File: config.mk
export PLATFORM = sky130hd
export DESIGN_NAME = dmem_arbiter_flat
export DESIGN_NICKNAME = d
export VERILOG_FILES = /design/src/rtl/dmem_arbiter_pkg.sv /design/src/rtl/dmem_arbiter_if.sv /design/src/rtl/dmem_arbiter_rr_arb2.sv /design/src/rtl/dmem_arbiter.sv /design/src/flat_wrapper.sv
export SDC_FILE = /design/constraint.sdc
export NUM_CORES = 1
export LEC_CHECK = 0
export CAP_MARGIN = 15
export CORE_AREA = 2 2 203 205
export CTS_BUF_LIST = sky130_fd_sc_hd__clkbuf_2 sky130_fd_sc_hd__clkbuf_4 sky130_fd_sc_hd__clkbuf_8
export DETAILED_ROUTE_END_ITERATION = 8
export DIE_AREA = 0 0 205 207
export SYNTH_ARGS = -nofsm -noshare
export SYNTH_HDL_FRONTEND = slang
export SYNTH_SLANG_ARGS = --single-unit
File: constraint.sdc
create_clock -name clk -period 3.1 [get_ports clk]
set_input_delay 0.62 -clock clk [delete_from_list [all_inputs] [get_ports clk]]
set_output_delay 0.62 -clock clk [all_outputs]
set_load 0.005 [all_outputs]
File: src/rtl/dmem_arbiter_pkg.sv
// Shared types and constants for the data-memory arbiter.
// Holds the bus width, the ownership state encoding and a small alignment helper.
package dmem_arbiter_pkg;

    localparam int DMEM_WORD = 64;

    typedef enum logic [1:0] {
        IDLE = 2'd0,
        OWN0 = 2'd1,
        OWN1 = 2'd2
    } arb_state_t;

    // A doubleword access is aligned only when the low three byte-address bits are zero.
    function automatic logic is_misaligned(input logic [2:0] low_bits);
        return low_bits != 3'b000;
    endfunction

endpackage

File: src/rtl/dmem_arbiter_if.sv
// Request/response bus between the two requesters and the data-memory arbiter.
// The master side drives requests; the slave side returns grants and read responses.
interface dmem_arbiter_if
    import dmem_arbiter_pkg::*;
#(
    parameter int WORD = DMEM_WORD
) ();

    logic [1:0]      req_valid;
    logic [1:0]      req_we;
    logic [1:0]      req_lock;
    logic [WORD-1:0] req_addr0;
    logic [WORD-1:0] req_addr1;
    logic [WORD-1:0] req_wdata0;
    logic [WORD-1:0] req_wdata1;
    logic [1:0]      req_ready;
    logic [1:0]      rsp_valid;
    logic [WORD-1:0] rsp_data;

    modport master (
        output req_valid, req_we, req_lock, req_addr0, req_addr1, req_wdata0, req_wdata1,
        input  req_ready, rsp_valid, rsp_data
    );

    modport slave (
        input  req_valid, req_we, req_lock, req_addr0, req_addr1, req_wdata0, req_wdata1,
        output req_ready, rsp_valid, rsp_data
    );

endinterface

File: src/rtl/dmem_arbiter_rr_arb2.sv
// Two-way round-robin grant: a lone requester always wins, a tie goes to ptr.
// next_ptr points away from whoever was granted so the other side wins the next tie.
module dmem_arbiter_rr_arb2 (
    input  logic [1:0] valid,
    input  logic       ptr,
    output logic [1:0] grant,
    output logic       next_ptr
);

    always_comb begin
        grant = valid;
        if (valid == 2'b11) begin
            grant = ptr ? 2'b10 : 2'b01;
        end
        next_ptr = ptr;
        if (grant[0]) begin
            next_ptr = 1'b1;
        end else if (grant[1]) begin
            next_ptr = 1'b0;
        end
    end

endmodule

File: src/rtl/dmem_arbiter.sv
// Two-requester arbiter in front of the single-port data memory: round-robin grants,
// bus lock for read-modify-write with a timeout watchdog, registered read responses.
module dmem_arbiter
    import dmem_arbiter_pkg::*;
#(
    parameter int WORD     = DMEM_WORD,
    parameter int MAX_LOCK = 16,
    parameter int CNT_W    = 5
) (
    input  logic            clk,
    input  logic            rst,
    dmem_arbiter_if.slave   bus,
    output logic            MemRead,
    output logic            MemWrite,
    output logic [WORD-1:0] mem_addr,
    output logic [WORD-1:0] mem_wdata,
    input  logic [WORD-1:0] mem_rdata,
    output logic            err_misalign,
    output logic            err_lock_to
);

    arb_state_t      state;
    logic            rr_ptr;
    logic            arb_next_ptr;
    logic            sel;
    logic            own_idx;
    logic            timeout;
    logic [1:0]      arb_grant;
    logic [1:0]      grant;
    logic [1:0]      rd_grant;
    logic [1:0]      block;
    logic [CNT_W-1:0] lock_cnt;
    logic [1:0]      rsp_valid_q;
    logic [WORD-1:0] rsp_data_q;

    dmem_arbiter_rr_arb2 u_rr (
        .valid    (bus.req_valid),
        .ptr      (rr_ptr),
        .grant    (arb_grant),
        .next_ptr (arb_next_ptr)
    );

    // Grants are gated by rst so every output reads zero while reset is held.
    always_comb begin
        grant = 2'b00;
        if (!rst) begin
            case (state)
                IDLE:    grant = arb_grant;
                OWN0:    grant = {1'b0, bus.req_valid[0]};
                OWN1:    grant = {bus.req_valid[1], 1'b0};
                default: grant = 2'b00;
            endcase
        end
    end

    assign sel      = grant[1];
    assign own_idx  = (state == OWN1);
    assign rd_grant = grant & ~bus.req_we;
    assign timeout  = (state != IDLE) && bus.req_lock[own_idx] &&
                      (lock_cnt == CNT_W'(MAX_LOCK));

    always_comb begin
        MemRead   = 1'b0;
        MemWrite  = 1'b0;
        mem_addr  = '0;
        mem_wdata = '0;
        if (grant != 2'b00) begin
            MemWrite  = bus.req_we[sel];
            MemRead   = ~bus.req_we[sel];
            mem_addr  = sel ? bus.req_addr1 : bus.req_addr0;
            mem_wdata = sel ? bus.req_wdata1 : bus.req_wdata0;
        end
    end

    assign bus.req_ready = grant;
    assign bus.rsp_valid = rsp_valid_q;
    assign bus.rsp_data  = rsp_data_q;

    always_ff @(posedge clk or posedge rst) begin
        if (rst) begin
            state        <= IDLE;
            rr_ptr       <= 1'b0;
            lock_cnt     <= '0;
            block        <= 2'b00;
            rsp_valid_q  <= 2'b00;
            rsp_data_q   <= '0;
            err_misalign <= 1'b0;
            err_lock_to  <= 1'b0;
        end else begin
            rsp_valid_q <= rd_grant;
            if (rd_grant != 2'b00) begin
                rsp_data_q <= mem_rdata;
            end
            if (grant != 2'b00 && is_misaligned(mem_addr[2:0])) begin
                err_misalign <= 1'b1;
            end
            // A timed-out owner may relock only after it has let go of req_lock once.
            block <= block & bus.req_lock;
            case (state)
                IDLE: begin
                    if (grant != 2'b00) begin
                        rr_ptr <= arb_next_ptr;
                        if (bus.req_lock[sel] && !block[sel]) begin
                            state    <= sel ? OWN1 : OWN0;
                            lock_cnt <= CNT_W'(1);
                        end
                    end
                end
                OWN0, OWN1: begin
                    if (grant != 2'b00) begin
                        rr_ptr <= ~own_idx;
                    end
                    if (!bus.req_lock[own_idx]) begin
                        state    <= IDLE;
                        lock_cnt <= '0;
                    end else if (timeout) begin
                        state          <= IDLE;
                        lock_cnt       <= '0;
                        err_lock_to    <= 1'b1;
                        rr_ptr         <= ~own_idx;
                        block[own_idx] <= 1'b1;
                    end else begin
                        lock_cnt <= lock_cnt + CNT_W'(1);
                    end
                end
                default: begin
                    state    <= IDLE;
                    lock_cnt <= '0;
                end
            endcase
        end
    end

endmodule

File: src/flat_wrapper.sv
// flat-port wrapper written by rule: the top's interface ports become plain ports
module dmem_arbiter_flat import dmem_arbiter_pkg::*;
#(
    parameter int WORD     = DMEM_WORD,
    parameter int MAX_LOCK = 16,
    parameter int CNT_W    = 5
)
  (clk, rst, MemRead, MemWrite, mem_addr, mem_wdata, mem_rdata, err_misalign, err_lock_to, bus_req_valid, bus_req_we, bus_req_lock, bus_req_addr0, bus_req_addr1, bus_req_wdata0, bus_req_wdata1, bus_req_ready, bus_rsp_valid, bus_rsp_data);
  dmem_arbiter_if #(.WORD(WORD)) bus_i ();
  input  logic clk;
  input  logic rst;
  output logic MemRead;
  output logic MemWrite;
  output logic [WORD-1:0] mem_addr;
  output logic [WORD-1:0] mem_wdata;
  input  logic [WORD-1:0] mem_rdata;
  output logic err_misalign;
  output logic err_lock_to;
  input wire logic [$bits(bus_i.req_valid)-1:0] bus_req_valid;
  input wire logic [$bits(bus_i.req_we)-1:0] bus_req_we;
  input wire logic [$bits(bus_i.req_lock)-1:0] bus_req_lock;
  input wire logic [$bits(bus_i.req_addr0)-1:0] bus_req_addr0;
  input wire logic [$bits(bus_i.req_addr1)-1:0] bus_req_addr1;
  input wire logic [$bits(bus_i.req_wdata0)-1:0] bus_req_wdata0;
  input wire logic [$bits(bus_i.req_wdata1)-1:0] bus_req_wdata1;
  output wire logic [$bits(bus_i.req_ready)-1:0] bus_req_ready;
  output wire logic [$bits(bus_i.rsp_valid)-1:0] bus_rsp_valid;
  output wire logic [$bits(bus_i.rsp_data)-1:0] bus_rsp_data;
  assign bus_i.req_valid = bus_req_valid;
  assign bus_i.req_we = bus_req_we;
  assign bus_i.req_lock = bus_req_lock;
  assign bus_i.req_addr0 = bus_req_addr0;
  assign bus_i.req_addr1 = bus_req_addr1;
  assign bus_i.req_wdata0 = bus_req_wdata0;
  assign bus_i.req_wdata1 = bus_req_wdata1;
  assign bus_req_ready = bus_i.req_ready;
  assign bus_rsp_valid = bus_i.rsp_valid;
  assign bus_rsp_data = bus_i.rsp_data;
  dmem_arbiter #(.WORD(WORD), .MAX_LOCK(MAX_LOCK), .CNT_W(CNT_W)) u_core (.clk(clk), .rst(rst), .bus(bus_i), .MemRead(MemRead), .MemWrite(MemWrite), .mem_addr(mem_addr), .mem_wdata(mem_wdata), .mem_rdata(mem_rdata), .err_misalign(err_misalign), .err_lock_to(err_lock_to));
endmodule
==> metrics list, run 1 <==
- Worst hold start: u_core.err_misalign
* Maximum operating frequency: 320 MHz
- Type of the worst setup path: reg -> out
- The global routing stage identified its most utilized layer as met2.
- sky130_fd_sc_hd__dfrtp_1 takes more of the synthesized area than any other cell.
* Most area-consuming cells after synthesis: sky130_fd_sc_hd__dfrtp_1 (42%), sky130_fd_sc_hd__a22o_1 (24%), sky130_fd_sc_hd__mux2_2 (14%), sky130_fd_sc_hd__buf_2 (2.6%), sky130_fd_sc_hd__buf_6 (1.7%)
- The analysis attributes to cell leakage a power of 0.00535 uW.
- First-pass detailed-route iteration total: 4
- For this run, the number of Yosys warnings is 0.
- The longest clock path from root to sink contains 2 buffers.
- Antenna Nets Post-Route: 0
- Min-Delay Endpoint: u_core.err_misalign
- Synthesized area per cell: 11.6 um^2
- Post-CTS clock slew at the launch and capture registers of the worst setup and hold paths: 100 ps
* Worst rel slew slack: 49.7%
- Most frequent cells after synthesis: sky130_fd_sc_hd__a22o_1 (128), sky130_fd_sc_hd__dfrtp_1 (78), sky130_fd_sc_hd__mux2_2 (59), sky130_fd_sc_hd__buf_2 (24), sky130_fd_sc_hd__inv_1 (13)
- Arrival time of data at the critical path endpoint: 2510 ps
- Row generation in the floorplan step produced 74 rows.
* Largest fanout of any net on the critical path: 8
- Per-cell via count in the routed design: 4.01
* Clock network latency to the later pin of the worst-skew pair: 360 ps
- The endpoint identified for the worst register-to-register timing path is u_core.bus.rsp_data[53].
- Worst ir drop on vdd: 0.000342 V
- The clock tree synthesis step divided the H-tree into 3 levels.
* Post-route total power: 8180 uW
* Post-synth net total: 731
- Largest net degree at the start of global routing: 65
* Number of top-level pins: 528
* Detailed-route DRC error count: 0
- After clock tree synthesis, the flow added hold-fix buffers numbering 0.
- At the pin with the least slew margin, the transition time is 755 ps.
* Met3 Resource Use GR: 8.01%
- Outcome: complete, but fails checks
- Summed instance area of the synthesized netlist: 0.00461 mm^2
- Clk sinks: 78
- Depth of the worst register-to-register path: 10
- After legalization and detailed placement, the total HPWL measured 31900 um.
* Final core utilization: 29.5%
* Power per Cell Area: 686 mW/mm^2
* Register area share after synthesis: 42.4%
* Routability congestion estimate: 0.928
* Final global-route overflow total: 0
- In the synthesized netlist, the number of instances is 397.
- For flop-to-flop paths, the worst setup slack is 440 ps.
- CTS root buf: sky130_fd_sc_hd__clkbuf_8
- Max Cap Viol: 0
- The first global-routing pass estimated 51400 um of wire.
- Ratio of cells with drive above 1 in the final layout: 29.0%
- Fraction of synthesized cell area taken by the top area cell type: 42.4%
- Along the worst hold path, the cell count comes to 1.
- From synthesis to final layout, the design area changed by 159%.
* Dominant cell by count in the synthesized netlist: sky130_fd_sc_hd__a22o_1
- Global routing consumed, on the met1 layer, 19.7% of the routing resources.
* Std-Cell Core Area: 0.0404 mm^2
- Final wirelength: 39300 um
- Violated checks: setup timing
- In this run the vertical extent of the chip is 207 um.
* Flip-flop and latch count after synthesis: 78
* Antenna violations before repair: 4
- Async S/R FF share, synth: 100%
- Yosys mapped a number of flops with a built-in enable equal to 0.
- Time the final worst path needs with I/O delays and setup: 3130 ps
* Largest clock skew in the final design: 19.0 ps
- After the first detailed-routing iteration, the DRC count stood at 313.
- After layout, the worst path uses 101% of the clock period.
- Fill cells in the final layout number 4207.
* Critical Path Max Stage Delay: 560 ps
- Total number of nets in the final design: 1328
* WL per Instance: 25.6 um
- Vias in the first global route: 6513
- Once routing completed, OpenROAD measured the worst setup slack at -26.6 ps.
- Die footprint: 0.0424 mm^2
- Startpoint type of the worst setup path: flop
* GR Util All Layers: 17.3%
- The die is 205 um wide.
- Cts bufs inserted: 9
* Top FF cell, synth: sky130_fd_sc_hd__dfrtp_1
- The netlist uses 44 different library cells.
- The number of hold-slack violations in the final timing report was 0.
- Pins Over Slew Limit: 0
- Library cell contributing the largest single delay on the critical path: sky130_fd_sc_hd__clkdlybuf4s50_1
- Final setup viols: 7
- At the worst endpoint, the required time is 2480 ps.
* Count of buffers inserted at the top-level ports: 527
- Setup repair after global routing could not meet its margin everywhere.
- Hold is met by 473 ps.
* Category of the worst setup path capture point: primary output
* TritonCTS clock tree: built
- For met2 alone, demand over resource in global routing was 29.3%.
* Class of the most critical hold timing path: reg -> reg
- Cell Chain, Critical Path: inv_2 -> ha_4 -> a21boi_4 -> o211ai_2 -> inv_2 -> o21a_4 -> buf_4 -> a22o_1 -> clkdlybuf4s50_1
- DR vias: 6148
- The startpoint identified for the worst register-to-register timing path is u_core.state[1].
* Library cell appearing most often on the critical path: sky130_fd_sc_hd__inv_2
- Initial core utilization: 11.4%
[worst max path at each step]
stage / cells past startpoint / from / slack, ps / endpoint
2_1_floorplan: 1 / rst / 480 / u_core.block[0]
3_3_place_gp: 8 / rst / -630 / mem_wdata[38]
3_5_place_dp: 8 / rst / -540 / mem_addr[26]
4_1_cts: 10 / u_core.state[0] / -170 / mem_wdata[17]
5_1_grt: 9 / u_core.state[1] / -190 / mem_wdata[42]
6_report: 9 / u_core.state[1] / -30 / mem_wdata[42]
[through the flow]
stage | worst slack [ps] | instances | TNS (ps) | instance area (um^2)
final | -26.6 | 1534 | -102 | 11900
after global routing | -194 | 1532 | -4390 | 11900
after CTS | -175 | 1496 | -4590 | 11500
after detailed placement | -538 | 1458 | -51260 | 10800
after global placement | -631 | 1458 | -67630 | 10800
after floorplan | 485 | 397 | 0 | 4610
[state kept, by name (all words and copies together) (netlist names)]
| register | flops |
|---|---|
| u_core.lock_cnt | 5 |
| u_core.err_misalign | 1 |
| u_core.block | 2 |
| u_core.rr_ptr | 1 |
| u_core.bus.rsp_valid | 2 |
| u_core.state | 2 |
| u_core.bus.rsp_data | 64 |
| u_core.err_lock_to | 1 |
[worst max-delay path, delay by kind of cell (launching register included)]
kind,cells,cell delay (ps)
AOI/OAI and AO/OA,4,620
adders and majority gates,1,140
buffers and inverters,4,940
DFF,1,420
[logic make-up (layout without fill, tap and decap cells)]
group           Yosys count  in the layout  synth area share, %
compound gates          162            162                 30.1
flops                    78             78                 42.4
mux                      66             66                 16.1
buf+inv                  49            651                 5.79
simple gates             36             36                 4.05
fa+ha+maj                 6              6                 1.63
other cells               0              3                    0
[routing by layer]
metal,vias up,routed length [um]
met4,4,1120
li1,2758,-
met5,-,25
met2,339,18500
met3,45,4750
met1,3002,14900
[layout by cell type (no fill, tap or decap), types with 6 or more instances in the layout]
cell,synthesis,routed
sky130_fd_sc_hd__mux2_2,59,59
sky130_fd_sc_hd__dlygate4sd2_1,0,17
sky130_fd_sc_hd__clkdlybuf4s15_1,0,13
sky130_fd_sc_hd__buf_4,0,60
sky130_fd_sc_hd__o21ai_0,6,6
sky130_fd_sc_hd__buf_12,0,29
sky130_fd_sc_hd__clkbuf_8,0,9
sky130_fd_sc_hd__nand2_1,10,10
sky130_fd_sc_hd__inv_1,13,8
sky130_fd_sc_hd__buf_6,7,19
sky130_fd_sc_hd__dfrtp_1,78,78
sky130_fd_sc_hd__a22o_4,0,31
sky130_fd_sc_hd__a22o_1,128,97
sky130_fd_sc_hd__dlymetal6s2s_1,0,21
sky130_fd_sc_hd__clkbuf_2,0,41
sky130_fd_sc_hd__clkdlybuf4s50_1,0,407
[where the power goes]
part	switching [uW]	internal (uW)	leakage, uW
clock network	453	383	0.000101
registers	263	1480	0.000939
logic	2230	3370	0.00431
[what timing repair did]
action                     in CTS  in global routing
resized for setup             138                146
gates cloned                    3                  6
pin swaps                      10                 24
setup endpoints to repair     131                106
setup buffers                  19                 32
[final cells by class]
class / count / area, um^2 / share of cell area, %
clock buffers: 9 / 124 / 1.04
repair buffers: 620 / 6310 / 52.9
repair inverters: 2 / 12.5 / 0.105
diodes: 3 / 7.51 / 0.0630
inverters: 13 / 62.6 / 0.525
flip-flops and latches: 78 / 1950 / 16.4
well taps: 532 / 666 / 5.58
clock inverters: 7 / 77.6 / 0.651
multi-input cells: 270 / 2710 / 22.7
Power figures use the tool's default switching activity.
==> run 2: changes to the inputs <==
--- a/config.mk
+++ b/config.mk
@@ -10,6 +10,8 @@
 export CTS_BUF_LIST = sky130_fd_sc_hd__clkbuf_2 sky130_fd_sc_hd__clkbuf_4 sky130_fd_sc_hd__clkbuf_8
 export DETAILED_ROUTE_END_ITERATION = 8
 export DIE_AREA = 0 0 205 207
+export GPL_TIMING_DRIVEN = 0
+export PLACE_DENSITY = 0.41
 export SYNTH_ARGS = -nofsm -noshare
 export SYNTH_HDL_FRONTEND = slang
 export SYNTH_SLANG_ARGS = --single-unit
==> run 2 against run 1 <==
The run still ends with setup timing left. Register-to-register slack gained 140 ps. Sequential share of layout area grew 0.88 points. Core utilization shrank 1.5 points. Cell area shrank 5.0%. Maximum frequency shrank 0.25%. Critical path depth grew 3. Clock skew grew 0.58 ps. Combinational power shrank 8.2%. Cell count shrank 2.1%. Critical path type unchanged. Largest cell class unchanged.
==> metrics list, run 2 (synthesized netlist as in run 1, its figures left out) <==
* Vias in the first global route: 6252 (was 6513)
* Antenna violations before repair: 10 (was 4)
- Total of hold buffers inserted after clock tree synthesis: 0 (unchanged)
- Leak Pwr: 0.00483 uW (was 0.00535 uW)
- Required @ worst endpoint: 2480 ps (about the same)
- The share of layout cells above drive strength 1 is 32.1% (was 29.0%).
* DR vias: 5917 (was 6148)
- The number of levels the H-tree was split into came to 3 (unchanged).
* Final wirelength: 39400 um (was 39300 um)
- Depth of the worst register-to-register path: 10 (unchanged)
* Outcome: complete, but fails checks (unchanged)
- DP Worst Slack: -1250 ps (was -538 ps)
* Maximum operating frequency: 319 MHz (was 320 MHz)
- Commonest cells after routing, fill and taps aside: sky130_fd_sc_hd__clkdlybuf4s50_1 (393), sky130_fd_sc_hd__a22o_1 (103), sky130_fd_sc_hd__dfrtp_1 (76) (was sky130_fd_sc_hd__clkdlybuf4s50_1 (407), sky130_fd_sc_hd__a22o_1 (97), sky130_fd_sc_hd__dfrtp_1 (78))
- The clock-pin slew reported for the worst setup and hold paths after clock tree synthesis came to 80 ps (was 100 ps).
* Pins Over Slew Limit: 0 (unchanged)
- The top cell family by delay on the critical path is buffers and inverters (unchanged).
- Cts bufs inserted: 9 (unchanged)
- Class of the most critical hold timing path: in -> async (was reg -> reg)
- Std-Cell Core Area: 0.0404 mm^2 (unchanged)
- WL per Instance: 26.2 um (was 25.6 um)
- Max Cap Viol: 0 (unchanged)
- The overall die width came to 205 um (unchanged).
- Crit path buf inv count: 8 (was 4)
* Largest fanout of any net on the critical path: 10 (was 8)
- The final critical-path required period was 3130 ps (about the same).
- Final WS setup: -34.5 ps (was -26.6 ps)
* Power per Cell Area: 687 mW/mm^2 (was 686 mW/mm^2)
* CTS root buf: sky130_fd_sc_hd__clkbuf_8 (unchanged)
- The remaining global-route overflow is 0 (unchanged).
- The first-iteration detailed-routing DRC count came to 257 (was 313).
* Die Ht: 207 um (unchanged)
- The worst flop-to-flop path endpoint is u_core.bus.rsp_data[10] (was u_core.bus.rsp_data[53]).
- Clk sinks: 78 (unchanged)
* Detailed-route DRC error count: 0 (unchanged)
* GR Util All Layers: 17.6% (was 17.3%)
- Total number of nets in the final design: 1295 (was 1328)
- Wire length of the first global-routing pass: 52100 um (was 51400 um)
- Antenna Nets Post-Route: 0 (unchanged)
- Category of the worst setup path capture point: primary output (unchanged)
- The most frequent standard cell in the layout excluding fill and tap cells is sky130_fd_sc_hd__clkdlybuf4s50_1 (unchanged).
- The transition time of the tightest slew-check pin was 572 ps (was 755 ps).
- Violated checks: setup timing (unchanged).
- Half-perimeter wire length of the detailed placement result: 33000 um (was 31900 um)
- The setup TNS came to -208 ps (was -102 ps).
* Number of top-level pins: 528 (unchanged)
- Die footprint: 0.0424 mm^2 (unchanged)
- The kind of start point of the critical path was a flop (unchanged).
- Cell Chain, Critical Path: inv_2 -> ha_4 -> buf_6 -> a21oi_4 -> or2_1 -> buf_6 -> clkinvlp_4 -> buf_6 -> buf_12 -> buf_12 -> a22o_4 -> buf_6 (was inv_2 -> ha_4 -> a21boi_4 -> o211ai_2 -> inv_2 -> o21a_4 -> buf_4 -> a22o_1 -> clkdlybuf4s50_1)
* Fin. Hold Viols: 0 (unchanged)
* Arrival time of data at the critical path endpoint: 2510 ps (about the same)
- The maximum single-stage delay on the critical path is 430 ps (was 560 ps).
- Library cell appearing most often on the critical path: sky130_fd_sc_hd__buf_6 (was sky130_fd_sc_hd__inv_2)
- The worst-case register-to-register setup slack is 580 ps (was 440 ps).
- The routability congestion estimate is 0.867 (was 0.928).
* Largest net degree at the start of global routing: 41 (was 65)
- Initial core utilization: 11.4% (unchanged)
- The routed via count divided by cell count is 3.94 (was 4.01).
- Clock network latency to the later pin of the worst-skew pair: 380 ps (was 360 ps)
* Worst ir drop on vdd: 0.000311 V (was 0.000342 V)
- Worst flop-to-flop path startpoint: u_core.state[1] (unchanged)
- Unrepaired setup endpoints after global routing: yes (unchanged).
* Worst rel slew slack: 61.9% (was 49.7%)
- Final Cycle Share: 101% (about the same)
- The worst clock skew on the final layout came to 19.5 ps (was 19.0 ps).
- The standard-cell row count is 74 (unchanged).
- Buffer depth of the longest clock path: 2 (unchanged)
- The synthesis-to-layout area growth came to 146% (was 159%).
- The quantity of I/O buffers inserted on ports came to 527 (unchanged).
- First-pass detailed-route iteration total: 4 (unchanged)
* Number of flip-flops under the largest register name: 64 (unchanged)
- Library cell contributing the largest single delay on the critical path: sky130_fd_sc_hd__dfrtp_2 (was sky130_fd_sc_hd__clkdlybuf4s50_1)
* Type of the worst setup path: reg -> out (unchanged)
* Post-route total power: 7790 uW (was 8180 uW)
* Final setup viols: 15 (was 7)
* TritonCTS clock tree: built (unchanged)
==> run 2: cell count changes in the layout (fill, tap and decap cells not counted), sizes merged <==
cell and delta:
inv -3, clkinvlp +1, clkinv -2, clkdlybuf4s50 -14, dlygate4sd2 -10, clkbuf -10
dlymetal6s2s -21, diode +1, clkdlybuf4s15 -12, buf +37, bufinv +1
==> run 2: where the power goes <==
group          internal, uW  switching, uW
clock                   470            433
sequential             1490            261
combinational          3040           2100
==> run 2: worst max-delay path by stage <==
| stage | start | endpoint | slack, ps | cells after the start |
|---|---|---|---|---|
| floorplan | rst | u_core.block[0] | 480 | 1 |
| global placement | rst | u_core.bus.rsp_data[28] | -1370 | 2 |
| detailed placement | bus_req_valid[1] | mem_wdata[34] | -1250 | 9 |
| CTS | u_core.state[1] | mem_addr[61] | -150 | 12 |
| global route | u_core.state[1] | mem_addr[23] | -140 | 12 |
| finish | u_core.state[1] | mem_wdata[34] | -30 | 12 |
==> run 2: layout make-up <==
class | instances | area, um^2
multi-input cells | 270 | 2670
clock inverters | 6 | 93.8
repair buffers | 555 | 5240
clock buffers | 10 | 131
inverters | 13 | 57.6
well taps | 532 | 666
diodes | 4 | 10.0
plain buffers | 34 | 504
fillers | 4332 | 29000
flip-flops and latches | 78 | 1950
==> run 2: stage by stage <==
stage / instance area [um^2] / util, % / cells / hold WS, ps
2_1_floorplan: 4610 / - / 397 / 437
5_1_grt: 11300 / 28.1 / 1500 / 507
6_report: 11300 / 28.1 / 1502 / 483
4_1_cts: 11100 / 27.5 / 1487 / 483
3_3_place_gp: 10500 / 26.1 / 1456 / 467
3_5_place_dp: 10600 / 26.2 / 1457 / 464
==> run 2: repair_timing <==
item,4_1_cts,5_1_grt
gates resized for setup,619,92
pin swaps,46,24
endpoints found under the setup margin,131,128
cloned,1,6
setup buffers,13,10
==> run 2: routing by layer <==
metal	vias to the layer above	track usage (%)	wire length (um)
met4	4	4.42	973
li1	2689	-	-
met2	305	31.8	20000
met3	36	6.03	3700
met5	-	0	23
met1	2883	19.6	14700
==> run 3: changes to the inputs <==
--- a/config.mk
+++ b/config.mk
@@ -6,12 +6,13 @@
 export NUM_CORES = 1
 export LEC_CHECK = 0
 export CAP_MARGIN = 15
-export CORE_AREA = 2 2 203 205
+export CORE_AREA = 2 2 206 208
 export CTS_BUF_LIST = sky130_fd_sc_hd__clkbuf_2 sky130_fd_sc_hd__clkbuf_4 sky130_fd_sc_hd__clkbuf_8
 export DETAILED_ROUTE_END_ITERATION = 8
-export DIE_AREA = 0 0 205 207
+export DIE_AREA = 0 0 208 210
 export GPL_TIMING_DRIVEN = 0
-export PLACE_DENSITY = 0.41
+export PLACE_DENSITY = 0.4
 export SYNTH_ARGS = -nofsm -noshare
 export SYNTH_HDL_FRONTEND = slang
+export SYNTH_HIERARCHICAL = 1
 export SYNTH_SLANG_ARGS = --single-unit
==> run 3 against run 2 <==
The flow now finishes without violations. Via count fell by 0.51%. Worst setup slack improved by 60 ps. Largest cell class unchanged. Die area up 2.9%. Combinational power up 15%. Maximum frequency is 2.0% higher. Flip-flop and latch count unchanged.
==> metrics list, run 3 <==
* Outcome: complete, no violations (was complete, but fails checks)
* Final wirelength: 36800 um (was 39400 um)
- Maximum level of the CTS H-tree: 3 (unchanged)
* Hold slack final: 433 ps (was 483 ps)
- Wire length of the first global-routing pass: 50500 um (was 52100 um)
- Synthesized instance count: 394 (was 397)
* DR vias: 5887 (was 5917)
* Final Cycle Share: 99.2% (was 101%)
- Power per Cell Area: 740 mW/mm^2 (was 687 mW/mm^2)
* Die Ht: 210 um (was 207 um)
- The path class of the lowest-slack min-delay path was in -> async (unchanged).
- The worst clock skew on the final layout is 10.3 ps (was 19.5 ps).
- Cell area after placement: 0.0109 mm^2 (was 0.0106 mm^2)
- The number of hold-slack violations in the final timing report was 0 (unchanged).
- Arrival time of data at the critical path endpoint: 2450 ps (was 2510 ps)
- Final antenna diode count: 0 (was 4)
* Library cell with the largest summed area after synthesis: sky130_fd_sc_hd__dfrtp_1 (unchanged)
* Die footprint: 0.0437 mm^2 (was 0.0424 mm^2)
* Synthesized area per cell: 12.4 um^2 (was 11.6 um^2)
* Unrepaired setup endpoints after global routing: yes (unchanged)
* WL per Instance: 24.3 um (was 26.2 um)
- The relative slew slack came to 66.3% (was 61.9%).
- Yosys warning count: 6 (was 0)
- Dominant cell by count in the synthesized netlist: sky130_fd_sc_hd__a22o_1 (unchanged)
* Post-synth net total: 728 (was 731)
* Worst Tran Pin Value: 503 ps (was 572 ps)
* Std-Cell Rows: 75 (was 74)
- The pin count of the biggest net entering global routing was 61 (was 41).
* CTS root buf: sky130_fd_sc_hd__clkbuf_8 (unchanged)
* Worst flop-to-flop path startpoint: u_core/state[0] (was u_core.state[1])
* Number of violations reported at the end of detailed-routing iteration 0: 306 (was 257)
* Number of top-level pins: 528 (unchanged)
- Top FF cell, synth: sky130_fd_sc_hd__dfrtp_1 (unchanged)
* Clk sinks: 78 (unchanged)
- The clock-pin slew reported for the worst setup and hold paths after clock tree synthesis is 110 ps (was 80 ps).
* Final global-route overflow total: 0 (unchanged)
* Time the final worst path needs with I/O delays and setup: 3070 ps (was 3130 ps)
- The CTS tree is built (unchanged).
- Initial core utilization: 11.8% (was 11.4%)
- Commonest cells after routing, fill and taps aside: sky130_fd_sc_hd__clkdlybuf4s50_1 (394), sky130_fd_sc_hd__a22o_1 (117), sky130_fd_sc_hd__dfrtp_1 (78) (was sky130_fd_sc_hd__clkdlybuf4s50_1 (393), sky130_fd_sc_hd__a22o_1 (103), sky130_fd_sc_hd__dfrtp_1 (76))
- Count of buffers inserted at the top-level ports: 527 (unchanged)
* Type of the worst setup path: reg -> out (unchanged)
* Per-cell via count in the routed design: 3.89 (was 3.94)
- The max-cap violation count was 0 (unchanged).
- Final setup viols: 0 (was 15)
- The total instance count after detailed placement was 1461 (was 1457).
- The routability congestion estimate came to 0.831 (was 0.867).
* Most common cell after layout, fill and taps aside: sky130_fd_sc_hd__clkdlybuf4s50_1 (unchanged)
* Post-route total power: 8570 uW (was 7790 uW)
- The data required time of the worst path is 2480 ps (about the same).
- The number of buffers between clock root and the deepest sink was 2 (unchanged).
* Number of flops mapped to enable cells by yosys: 0 (unchanged)
- The synthesis-to-layout area growth is 137% (was 146%).
- Final std cell area, no fill: 0.0116 mm^2 (was 0.0113 mm^2)
- The placeable core region came to 0.0415 mm^2 (was 0.0404 mm^2).
* Async S/R FF share, synth: 100% (unchanged)
- Depth of the worst register-to-register path: 12 (was 10)
- Antenna violations before repair: 1 (was 10)
- Cts bufs inserted: 9 (unchanged)
* Ratio of cells with drive above 1 in the final layout: 31.8% (was 32.1%)
- The leakage power summed over all cells is 0.00516 uW (was 0.00483 uW).
* Worst r2r dst: u_core/bus.rsp_data[42] (was u_core.bus.rsp_data[10])
- Total number of nets in the final design: 1304 (was 1295)
- The area of the mapped netlist came to 0.00489 mm^2 (was 0.00461 mm^2).
* First-pass detailed-route iteration total: 4 (unchanged)
* Number of unique standard cell types used by synthesis: 49 (was 44)
* Most frequent cells after synthesis: sky130_fd_sc_hd__a22o_1 (132), sky130_fd_sc_hd__dfrtp_1 (78), sky130_fd_sc_hd__mux2_4 (60), sky130_fd_sc_hd__buf_2 (22), sky130_fd_sc_hd__inv_1 (10) (was sky130_fd_sc_hd__a22o_1 (128), sky130_fd_sc_hd__dfrtp_1 (78), sky130_fd_sc_hd__mux2_2 (59), sky130_fd_sc_hd__buf_2 (24), sky130_fd_sc_hd__inv_1 (13))
* Register area share after synthesis: 39.9% (was 42.4%)
* GR Util All Layers: 16.2% (was 17.6%)
- The register bit total from synthesis came to 78 (unchanged).
- Category of the worst setup path capture point: primary output (unchanged)
- The flip-flop count of the largest register after layout was 64 (unchanged).
* Maximum operating frequency: 325 MHz (was 319 MHz)
- The HPWL reported at the end of detailed placement is 30100 um (was 33000 um).
- The kind of start point of the critical path was a flop (unchanged).
- The area of the multi-input gates came to 0.00288 mm^2 (was 0.00267 mm^2).
* Vias in the first global route: 6310 (was 6252)
* Total of hold buffers inserted after clock tree synthesis: 0 (unchanged)
- The overall die width came to 208 um (was 205 um).
* Number of standard cells in the layout, taps in and fillers out: 1514 (was 1502)
* Largest fanout of any net on the critical path: 8 (was 10)
* FF/Latch Area: 0.00195 mm^2 (about the same)
- Most area-consuming cells after synthesis: sky130_fd_sc_hd__dfrtp_1 (40%), sky130_fd_sc_hd__a22o_1 (24%), sky130_fd_sc_hd__mux2_4 (18%), sky130_fd_sc_hd__buf_2 (2.3%), sky130_fd_sc_hd__buf_6 (1.8%) (was sky130_fd_sc_hd__dfrtp_1 (42%), sky130_fd_sc_hd__a22o_1 (24%), sky130_fd_sc_hd__mux2_2 (14%), sky130_fd_sc_hd__buf_2 (2.6%), sky130_fd_sc_hd__buf_6 (1.7%)).
* Pins Over Slew Limit: 0 (unchanged)
* Fraction of synthesized cell area taken by the top area cell type: 39.9% (was 42.4%)
* Setup slack on the worst flop-to-flop path: 520 ps (was 580 ps)
- The fill cell total of the finished layout is 4458 (was 4332).
- The detailed-route DRC error count is 0 (unchanged).
- Clock network latency to the later pin of the worst-skew pair: 370 ps (was 380 ps)
- Antenna Nets Post-Route: 0 (unchanged)
- Worst ir drop on vdd: 0.000305 V (was 0.000311 V)
run 3: cell types whose count changed after synthesis, moves of 3 or more:
| cell | before | now |
|---|---|---|
| sky130_fd_sc_hd__mux2_4 | 0 | 60 |
| sky130_fd_sc_hd__mux2_2 | 59 | 5 |
| sky130_fd_sc_hd__nand2_1 | 10 | 4 |
| sky130_fd_sc_hd__a22o_1 | 128 | 132 |
| sky130_fd_sc_hd__mux2_1 | 5 | 1 |
| sky130_fd_sc_hd__o21ai_0 | 6 | 2 |
| sky130_fd_sc_hd__o22ai_1 | 0 | 4 |
| sky130_fd_sc_hd__o31ai_1 | 4 | 0 |
| sky130_fd_sc_hd__a32o_1 | 0 | 3 |
| sky130_fd_sc_hd__inv_1 | 13 | 10 |
run 3: cell type report:
| class | instances | area share (%) |
|---|---|---|
| Clock buffer | 9 | 1.07 |
| Multi-Input combinational cell | 268 | 24.8 |
| Sequential cell | 78 | 16.9 |
| Clock inverter | 7 | 0.756 |
| Inverter | 11 | 0.443 |
| Buffer | 31 | 3.23 |
| Tap cell | 539 | 5.82 |
| Timing Repair Buffer | 571 | 47.0 |
run 3: what timing repair did:
action,in CTS,in global routing
pin swaps,25,30
gates cloned,5,2
setup buffers,32,5
setup endpoints to repair,132,125
gates resized for setup,556,101
endpoints found under the hold margin,0,0
run 3: critical path: stages, from the launching register on:
cell and delay [ps]:
sky130_fd_sc_hd__dfrtp_1 410, sky130_fd_sc_hd__buf_4 160, sky130_fd_sc_hd__ha_4 190, sky130_fd_sc_hd__nor2_4 190, sky130_fd_sc_hd__nand2_4 100, sky130_fd_sc_hd__buf_4 140, sky130_fd_sc_hd__buf_4 140, sky130_fd_sc_hd__buf_4 170
sky130_fd_sc_hd__inv_1 50, sky130_fd_sc_hd__clkdlybuf4s50_1 510
run 3: worst max-delay path by stage:
stage                           from                 endpoint  slack (ps)  depth (start not counted)
finish               u_core/state[1]         bus_req_ready[0]          30                          9
global placement                 rst  u_core/bus.rsp_data[33]       -1490                          2
global route         u_core/state[0]             mem_addr[47]         -90                         13
CTS                  u_core/state[0]            mem_wdata[54]         -90                         12
detailed placement  bus_req_valid[1]              mem_addr[9]       -1340                          9
floorplan                        rst          u_core/block[0]         480                          1
run 3: report_power, final:
group / leakage, uW / total [uW] / switching (uW) / internal [uW]
sequential: 0.000937 / 1760 / 274 / 1480
clock: 0.000109 / 887 / 492 / 394
combinational: 0.00412 / 5930 / 2340 / 3590
run 3: routing by layer:
metal | global-route usage [%] | wire length (um) | up-vias
met4 | 5.18 | 1120 | 0
met1 | 18.7 | 14400 | 2871
met3 | 5.69 | 3070 | 35
met2 | 28.0 | 18300 | 273
li1 | - | - | 2708
met5 | 0 | 0 | -
run 3: cells by family (layout without fill, tap and decap cells):
logic type | count (synthesis) | in the layout | share of synthesized area, %
AO/OA/AOI/OAI | 162 | 162 | 28.8
adder cells (fa/ha/maj) | 6 | 6 | 1.54
buffers and inverters | 48 | 629 | 5.63
flip-flops | 78 | 78 | 39.9
multiplexers | 67 | 67 | 20.0
AND/OR/NAND/NOR | 33 | 33 | 4.10
run 3: per-stage QoR:
stage	setup slack (ps)	setup TNS (ps)	util, %
final	25.7	0	27.9
after global routing	-92.0	-1570	27.9
after detailed placement	-1340	-137130	26.2
after floorplan	485	0	-
after global placement	-1490	-251220	26.1
after CTS	-93.7	-2550	28.0
